### src/rtl/ext_pipe.sv
// ext_pipe: registered immediate extender with a valid/ready stage and a
// two-entry skid buffer.
//   op 00 zero-extend, 01 sign-extend, 10 upper (lui form),
//   op 11 branch offset (sign-extend, then shift left by 2).
// Optional fire_out event counter on stat_cnt when EXT_PIPE_STAT_EN is defined.
module ext_pipe #(
  parameter int IN_W  = 16,
  parameter int OUT_W = 32
) (
  input  logic             clk,
  input  logic             reset,
  input  logic             in_valid,
  output logic             in_ready,
  input  logic [IN_W-1:0]  imm,
  input  logic [1:0]       op,
  output logic             out_valid,
  input  logic             out_ready,
  output logic [OUT_W-1:0] ext_out
`ifdef EXT_PIPE_STAT_EN
  ,
  output logic [31:0]      stat_cnt
`endif
);

  logic             main_valid_q, main_valid_d;
  logic [OUT_W-1:0] main_data_q,  main_data_d;
  logic             skid_valid_q, skid_valid_d;
  logic [OUT_W-1:0] skid_data_q,  skid_data_d;

  logic             fire_in;
  logic             fire_out;
  logic [OUT_W-1:0] zext_w;
  logic [OUT_W-1:0] sext_w;
  logic [OUT_W-1:0] upper_w;
  logic [OUT_W-1:0] result_w;

  // The upstream sees a plain register: ready only while the skid is empty.
  assign in_ready  = ~skid_valid_q;
  assign out_valid = main_valid_q;
  assign ext_out   = main_data_q;
  assign fire_in   = in_valid & in_ready;
  assign fire_out  = main_valid_q & out_ready;

  // Extension arithmetic; partial-select form keeps IN_W == OUT_W legal.
  always_comb begin
    zext_w = '0;
    zext_w[IN_W-1:0] = imm;
    sext_w = {OUT_W{imm[IN_W-1]}};
    sext_w[IN_W-1:0] = imm;
    upper_w = '0;
    upper_w[OUT_W-1 -: IN_W] = imm;
    unique case (op)
      2'b00:   result_w = zext_w;
      2'b01:   result_w = sext_w;
      2'b10:   result_w = upper_w;
      default: result_w = sext_w << 2;
    endcase
  end

  // Next-state for main and skid entries.
  always_comb begin
    main_valid_d = main_valid_q;
    main_data_d  = main_data_q;
    skid_valid_d = skid_valid_q;
    skid_data_d  = skid_data_q;
    if (!main_valid_q) begin
      // Skid can never hold data while main is empty.
      if (fire_in) begin
        main_valid_d = 1'b1;
        main_data_d  = result_w;
      end
    end else if (fire_out) begin
      if (skid_valid_q) begin
        // in_ready was low, so no new accept competes with the drain.
        main_data_d  = skid_data_q;
        skid_valid_d = 1'b0;
      end else if (fire_in) begin
        main_data_d  = result_w;
      end else begin
        main_valid_d = 1'b0;
      end
    end else if (fire_in) begin
      skid_valid_d = 1'b1;
      skid_data_d  = result_w;
    end
  end

  // Pipeline registers; reset discards both entries at once.
  always_ff @(posedge clk or posedge reset) begin
    if (reset) begin
      main_valid_q <= 1'b0;
      main_data_q  <= '0;
      skid_valid_q <= 1'b0;
      skid_data_q  <= '0;
    end else begin
      main_valid_q <= main_valid_d;
      main_data_q  <= main_data_d;
      skid_valid_q <= skid_valid_d;
      skid_data_q  <= skid_data_d;
    end
  end

`ifdef EXT_PIPE_STAT_EN
  logic [31:0] stat_cnt_q, stat_cnt_d;

  assign stat_cnt_d = fire_out ? stat_cnt_q + 32'd1 : stat_cnt_q;
  assign stat_cnt   = stat_cnt_q;

  // Free-running count of delivered results, wraps naturally.
  always_ff @(posedge clk or posedge reset) begin
    if (reset) stat_cnt_q <= '0;
    else       stat_cnt_q <= stat_cnt_d;
  end
`endif

endmodule

### config.mk
export PLATFORM = sky130hd
export DESIGN_NAME = ext_pipe
export DESIGN_NICKNAME = d
export VERILOG_FILES = /design/src/rtl/ext_pipe.sv
export SDC_FILE = /design/constraint.sdc
export NUM_CORES = 1
export LEC_CHECK = 0
export ABC_CLOCK_PERIOD_IN_PS = 3450
export CAP_MARGIN = 20
export CORE_UTILIZATION = 49
export DETAILED_ROUTE_END_ITERATION = 6
export PLACE_DENSITY_LB_ADDON = 0.3
export SKIP_CTS_REPAIR_TIMING = 1
export SYNTH_ARGS = -nofsm -noshare
export SYNTH_HDL_FRONTEND = slang
export SYNTH_SLANG_ARGS = --single-unit
### constraint.sdc
create_clock -name clk -period 3.45 [get_ports clk]
set_input_delay 0.345 -clock clk [delete_from_list [all_inputs] [get_ports clk]]
set_output_delay 0.345 -clock clk [all_outputs]
set_load 0.02 [all_outputs]
==> results of run 1 <==
cell families after synthesis:
kind of cell	count (synthesis)	share of synthesized area, %
DFF	66	51.8
muxes	3	1.02
buffers and inverters	41	6.28
and+or+nand+nor	106	17.4
AOI/OAI and AO/OA	97	23.5
cell type report:
| type | instances | area [um^2] | area share [%] |
|---|---|---|---|
| flip-flops and latches | 66 | 1650 | 42.2 |
| multi-input cells | 206 | 1340 | 34.1 |
| repair buffers | 59 | 581 | 14.8 |
| clock buffers | 14 | 173 | 4.42 |
| well taps | 77 | 96.3 | 2.46 |
| inverters | 17 | 63.8 | 1.63 |
| clock inverters | 2 | 10.0 | 0.256 |
metrics by stage:
stage                     area (um^2)  instances
after floorplan                  3190        313
after global placement           3730        425
after detailed placement         3730        425
after CTS                        3910        441
after global routing             3910        441
final                            3910        441
final timing paths:
kind | startpoint | end | slack, ps | cells past startpoint
hold / removal | skid_data_q[30]$_DFFE_PP0P_ | skid_data_q[30]$_DFFE_PP0P_ | 470 | 2
setup / recovery | op[0] | ext_out[14]$_DFFE_PP0P_ | 1400 | 4
hold reg to reg | skid_data_q[30]$_DFFE_PP0P_ | skid_data_q[30]$_DFFE_PP0P_ | 470 | 2
max in group asynchronous | reset | ext_out[25]$_DFFE_PP0P_ | 2340 | 3
setup reg to reg | out_valid$_DFF_PP0_ | ext_out[14]$_DFFE_PP0P_ | 1560 | 3
min in group asynchronous | reset | ext_out[5]$_DFFE_PP0P_ | 550 | 3
sequential cells by signal, indices dropped and copies added (netlist names):
signal / flops
skid_data_q: 32
skid_valid_q: 1
ext_out: 32
out_valid: 1
worst max-delay path: cells and delay by family:
family	cells	cell delay, ps
compound gates	2	510
buf+inv	1	730
simple gates	1	700
synthesized netlist by cell type (all sizes together), types with 13 or more instances:
cell type   n  share of area (%)
a21oi      17                3.0
a221oi     15                6.1
a2bb2oi    16                4.6
and3b      14                3.8
buf        15                3.2
dfrtp      66                 52
inv        17                2.0
nand2      51                6.1
nor2       16                1.9
nor2b      16                3.1
o21ai      29                4.6
o32ai      13                3.6
routing by layer:
| metal | vias to the layer above | part of all wire, % |
|---|---|---|
| li1 | 1200 | - |
| met1 | 1219 | 49 |
| met2 | 81 | 44 |
| met3 | 6 | 6.0 |
| met4 | 0 | 0.87 |
| met5 | - | 0 |
power groups by stage:
stage	Combinational, uW	Sequential [uW]	Clock (uW)
5_1_grt	1840	1440	665
2_1_floorplan	879	1610	0
3_3_place_gp	1650	1380	0
6_report	1680	1390	613
4_1_cts	1700	1390	625
3_5_place_dp	1680	1400	0
==> summary.md, run 1 <==
| Metric | Value |
|---|---|
| Clock skew | 7.38 ps |
| VDD IR max | 0.525 mV |
| Worst setup path class | primary input to flip-flop |
| Period utilization | 59.4% |
| Post-synthesis sequential area ratio | 51.8% |
| Nets | 381 |
| Synthesized area per cell | 10.2 um^2 |
| Initial core utilization | 50.5% |
| DIE WIDTH | 82.6 um |
| Max-Cap Viols | 0 |
| PortBufs | 55 |
| Netlist cell types | 35 |
| Maximum clock frequency | 0.488 GHz |
| Row count | 29 |
| I/O pin total | 56 |
| Synthesis-to-layout area growth | 22.7% |
| Vias in the first global route | 2395 |
| Final core utilization | 61.9% |
| Pre-CTS WS | 1040 ps |
| Reg clk slew, reported paths | 70 ps |
| Inserted Diodes | 0 |
| Die footprint | 6830 um^2 |
| Arr. time, crit path | 2290 ps |
| CP max stage delay | 730 ps |
| Critical Path Start Type | primary input |
| Worst-skew pair later-pin latency | 350 ps |
| WL/cell | 16.7 um |
| Total negative slack | 0 ps |
| Commonest non-fill, non-tap cell in the layout | dfrtp_1 |
| Reg power frac | 37.7% |
| Met1 GRT Util | 35.1% |
| WL final | 7390 um |
| Initial antenna violation count | 0 |
| Hold Path Class | flip-flop to flip-flop |
| Longest Clk Path Bufs | 2 |
| Worst-path fanout max | 18 |
| Final Hold Viols | 0 |
| CTS H-tree lvls | 3 |
| Pin count of the biggest net entering global routing | 67 |
| Core ar. | 6310 um^2 |
| Net Sw Frac | 37.8% |
| Slowest-stage cell, CP | clkdlybuf4s50_1 |
| Routed vias/inst | 5.68 |
| Critical Path RT | 3690 ps |
| RSZ-0062 raised after global routing | no |
| Combinational power share | 45.6% |
| Crit path cell chain | clkdlybuf4s50_1 -> and2_0 -> a21oi_1 -> a221oi_1 |
| Antenna viol nets, final | 0 |
| Starting DRT DRC Count | 153 |
| Post-route minimum period | 2050 ps |
| Post-layout power | 3690 uW |
| Post-synth EDFFs | 0 |
| Post-Syn Area | 3190 um^2 |
| Die height | 82.6 um |
| Switching power | 1390 uW |
| Met2 Use GR | 33.4% |
| DR DRC count | 0 |
| Clock Sinks | 66 |
| Most frequent cells in the layout | dfrtp_1, clkdlybuf4s50_1, nand2_1 |
| Synthesized flop and latch total | 66 |
| Max Slew Vio Count | 0 |
| Routed via count | 2506 |
| CP endpoint kind | flip-flop |
| Cells after synthesis | 313 |
| Status | finished clean |
| Drt first pass iters | 5 |
| Share of cells above drive strength 1 | 10.2% |
| Grt peak-use layer | met1 |
| Total track usage | 24.0% |
| Main synth FF type | dfrtp_1 |
| Hold_ws | 470 ps |
| GRT overflow | 0 |
| Worst-margin pin slew | 857 ps |
| Int Power | 2300 uW |
| CTS Buf Count | 9 |
| First-pass GRT wire length | 12000 um |
| Clock network fraction of total power | 16.6% |
| Fraction of registers with async set/reset | 100% |
| CTS tree | built |
| PwrDens | 943 nW/um^2 |
| Rel. slew slack | 42.9% |
| Post-Syn Nets | 335 |
| Syn. warnings | 0 |
| Clock root cell | clkbuf_8 |
| Final HPWL DP | 4690 um |
| Fill cell count | 543 |
| Met3 Use GR | 6.15% |
| Final setup fails | 0 |
| Fin worst setup slack | 1400 ps |
| Leakage power | 0.00180 uW |
| Placer Congestion | 0.736 |
(Power assumes the default switching activity.)
==> run 2: changes to the inputs <==
--- a/config.mk
+++ b/config.mk
@@ -5,7 +5,7 @@
 export SDC_FILE = /design/constraint.sdc
 export NUM_CORES = 1
 export LEC_CHECK = 0
-export ABC_CLOCK_PERIOD_IN_PS = 3450
+export ABC_CLOCK_PERIOD_IN_PS = 2000
 export CAP_MARGIN = 20
 export CORE_UTILIZATION = 49
 export DETAILED_ROUTE_END_ITERATION = 6
==> constraint.sdc (replaced) <==
create_clock -name clk -period 2 [get_ports clk]
set_input_delay 0.2 -clock clk [delete_from_list [all_inputs] [get_ports clk]]
set_output_delay 0.2 -clock clk [all_outputs]
set_load 0.02 [all_outputs]
==> summary.md, run 2 (same netlist as run 1, synthesis figures left out) <==
| Metric | Value |
|---|---|
| Final setup fails | 0 (unchanged) |
| VDD IR max | 1.08 mV (+110%) |
| Critical Path Start Type | flip-flop |
| FF-to-FF Start | out_valid$_DFF_PP0_ |
| Slowest-stage cell, CP | a21o_1 |
| R2R setup slack | 300 ps (-1260 ps) |
| Final HPWL DP | 4870 um (+3.9%) |
| Fill cell count | 511 (-5.9%) |
| Clock Sinks | 66 (unchanged) |
| Status | finished clean |
| Max-Cap Viols | 0 (unchanged) |
| Crit path cell chain | nand2_2 -> a21o_1 -> a221oi_1 |
| Die footprint | 6830 um^2 (unchanged) |
| Total negative slack | 0 ps (unchanged) |
| Worst setup startpoint | out_valid$_DFF_PP0_ |
| RR Endpoint | ext_out[13]$_DFFE_PP0P_ |
| Placed Area | 3830 um^2 (+2.9%) |
| Synthesis-to-layout area growth | 25.7% |
| Share of cells above drive strength 1 | 12.8% (+2.7 points) |
| Row count | 29 (unchanged) |
| Int Power | 3980 uW (+74%) |
| Clock skew | 6.63 ps (-0.748 ps) |
| Antenna viol nets, final | 0 (unchanged) |
| Switching power | 2380 uW (+71%) |
| Worst-skew pair later-pin latency | 340 ps (about the same) |
| Rel. slew slack | 50.4% (+7.5 points) |
| Area of the multi-input gates | 1340 um^2 (unchanged) |
| Final Hold Viols | 0 (unchanged) |
| Vias in the first global route | 2398 (+0.13%) |
| Post-route minimum period | 1700 ps |
| CTS Buf Count | 9 (unchanged) |
| Nets | 392 (+2.9%) |
| PortBufs | 55 (unchanged) |
| Maximum clock frequency | 0.588 GHz |
| Period utilization | 85.1% |
| Starting DRT DRC Count | 106 (-31%) |
| FF+latch area | 1650 um^2 (unchanged) |
| Routed via count | 2487 (-0.76%) |
| Combinational power share | 46.9% (+1.3 points) |
| Die height | 82.6 um (unchanged) |
| Initial antenna violation count | 0 (unchanged) |
| Longest Clk Path Bufs | 2 (unchanged) |
| I/O pin total | 56 (unchanged) |
| Arr. time, crit path | 1880 ps (-410 ps) |
| CP max stage delay | 640 ps (-90 ps) |
| Worst-path fanout max | 15 (-3) |
| Drt first pass iters | 4 (-1) |
| Placer Congestion | 0.753 (+2.3%) |
| Total track usage | 23.3% (-0.64 points) |
| Routed vias/inst | 5.51 (-3.0%) |
| GRT overflow | 0 (unchanged) |
| Reg power frac | 37.7% (about the same) |
| DR DRC count | 0 (unchanged) |
| Worst setup path class | flip-flop to flip-flop |
| Clock root cell | clkbuf_8 |
| RSZ-0062 raised after global routing | no |
| CTS tree | built |
| PwrDens | 1590 nW/um^2 (+68%) |
| Inserted Diodes | 0 (unchanged) |
| WL/cell | 15.9 um (-5.0%) |
| Core ar. | 6310 um^2 (unchanged) |
| Worst-margin pin slew | 745 ps (-112 ps) |
| CP endpoint kind | flip-flop |
| CTS H-tree lvls | 3 (unchanged) |
| R2R cell count | 3 (unchanged) |
| Leakage power | 0.00185 uW (+3.3%) |
| DIE WIDTH | 82.6 um (unchanged) |
| Hold Path Class | primary input to asynchronous set/reset pin |
| Most frequent cells in the layout | dfrtp_1, clkdlybuf4s50_1, nand2_1 |
| Max Slew Vio Count | 0 (unchanged) |
| Hold_ws | 244 ps (-226 ps) |
| Critical Path RT | 2180 ps (-1510 ps) |
| Post-route cell area | 4010 um^2 (+2.4%) |
| WL final | 7170 um (-2.9%) |
| Commonest non-fill, non-tap cell in the layout | dfrtp_1 |
| First-pass GRT wire length | 11700 um (-2.4%) |
| Reg clk slew, reported paths | 70 ps (about the same) |
| Pin count of the biggest net entering global routing | 67 (unchanged) |
| Clock network fraction of total power | 15.4% (-1.2 points) |
| Initial core utilization | 50.5% (unchanged) |
| Net Sw Frac | 37.4% (-0.34 points) |
| Post-layout power | 6370 uW (+73%) |
-- run 2: changes by cell type in the layout (fill, tap and decap cells not counted) --
cell and change:
buf_12 +2, buf_4 +9, clkbuf_1 -1, clkbuf_8 -1, clkinv_2 +1
-- run 2: per-layer routing --
| layer | global-route usage (%) | vias to the layer above | wire length [um] |
|---|---|---|---|
| li1 | - | 1222 | - |
| met1 | 32.9 | 1199 | 3570 |
| met2 | 35.4 | 57 | 3210 |
| met3 | 4.62 | 9 | 290 |
| met4 | 8.79 | 0 | 94 |
| met5 | 0 | - | 0 |
-- run 2: layout make-up --
cell class / count / share of cell area, %
multi-input combinational: 206 / 33.3
clock inverter: 3 / 0.375
clock buffer: 12 / 3.87
inverter: 17 / 1.59
sequential: 66 / 41.2
timing repair buffer: 70 / 17.2
tap: 77 / 2.41
-- run 2: how the worst max path moves through the flow --
stage                              end  slack [ps]  cells after the start
2_1_floorplan   ext_out[0]$_DFFE_PP0P_         150                      1
3_3_place_gp   ext_out[13]$_DFFE_PP0P_          90                      4
3_5_place_dp   ext_out[15]$_DFFE_PP0P_          30                      4
4_1_cts        ext_out[16]$_DFFE_PP0P_         270                      3
5_1_grt        ext_out[15]$_DFFE_PP0P_         190                      3
6_report       ext_out[13]$_DFFE_PP0P_         300                      3
-- run 2: metrics by stage --
step,instances,util (%),setup WS (ps)
2_1_floorplan,313,-,145
4_1_cts,451,63.4,268
5_1_grt,451,63.4,191
3_3_place_gp,436,60.7,90.2
3_5_place_dp,436,60.7,27.4
6_report,451,63.4,298
-- run 2: power by group through the flow --
stage / Clock, uW / Combinational [uW] / Sequential [uW]
6_report: 983 / 2980 / 2400
5_1_grt: 1040 / 3260 / 2480
4_1_cts: 999 / 3010 / 2400
3_5_place_dp: 0 / 2990 / 2410
3_3_place_gp: 0 / 2920 / 2390
2_1_floorplan: 0 / 1520 / 2780
-- run 2: worst max-delay path: cells and delay by family, from the launching register on --
family	cells	cell delay [ps]
compound gates	2	840
flops	1	470
simple gates	1	230
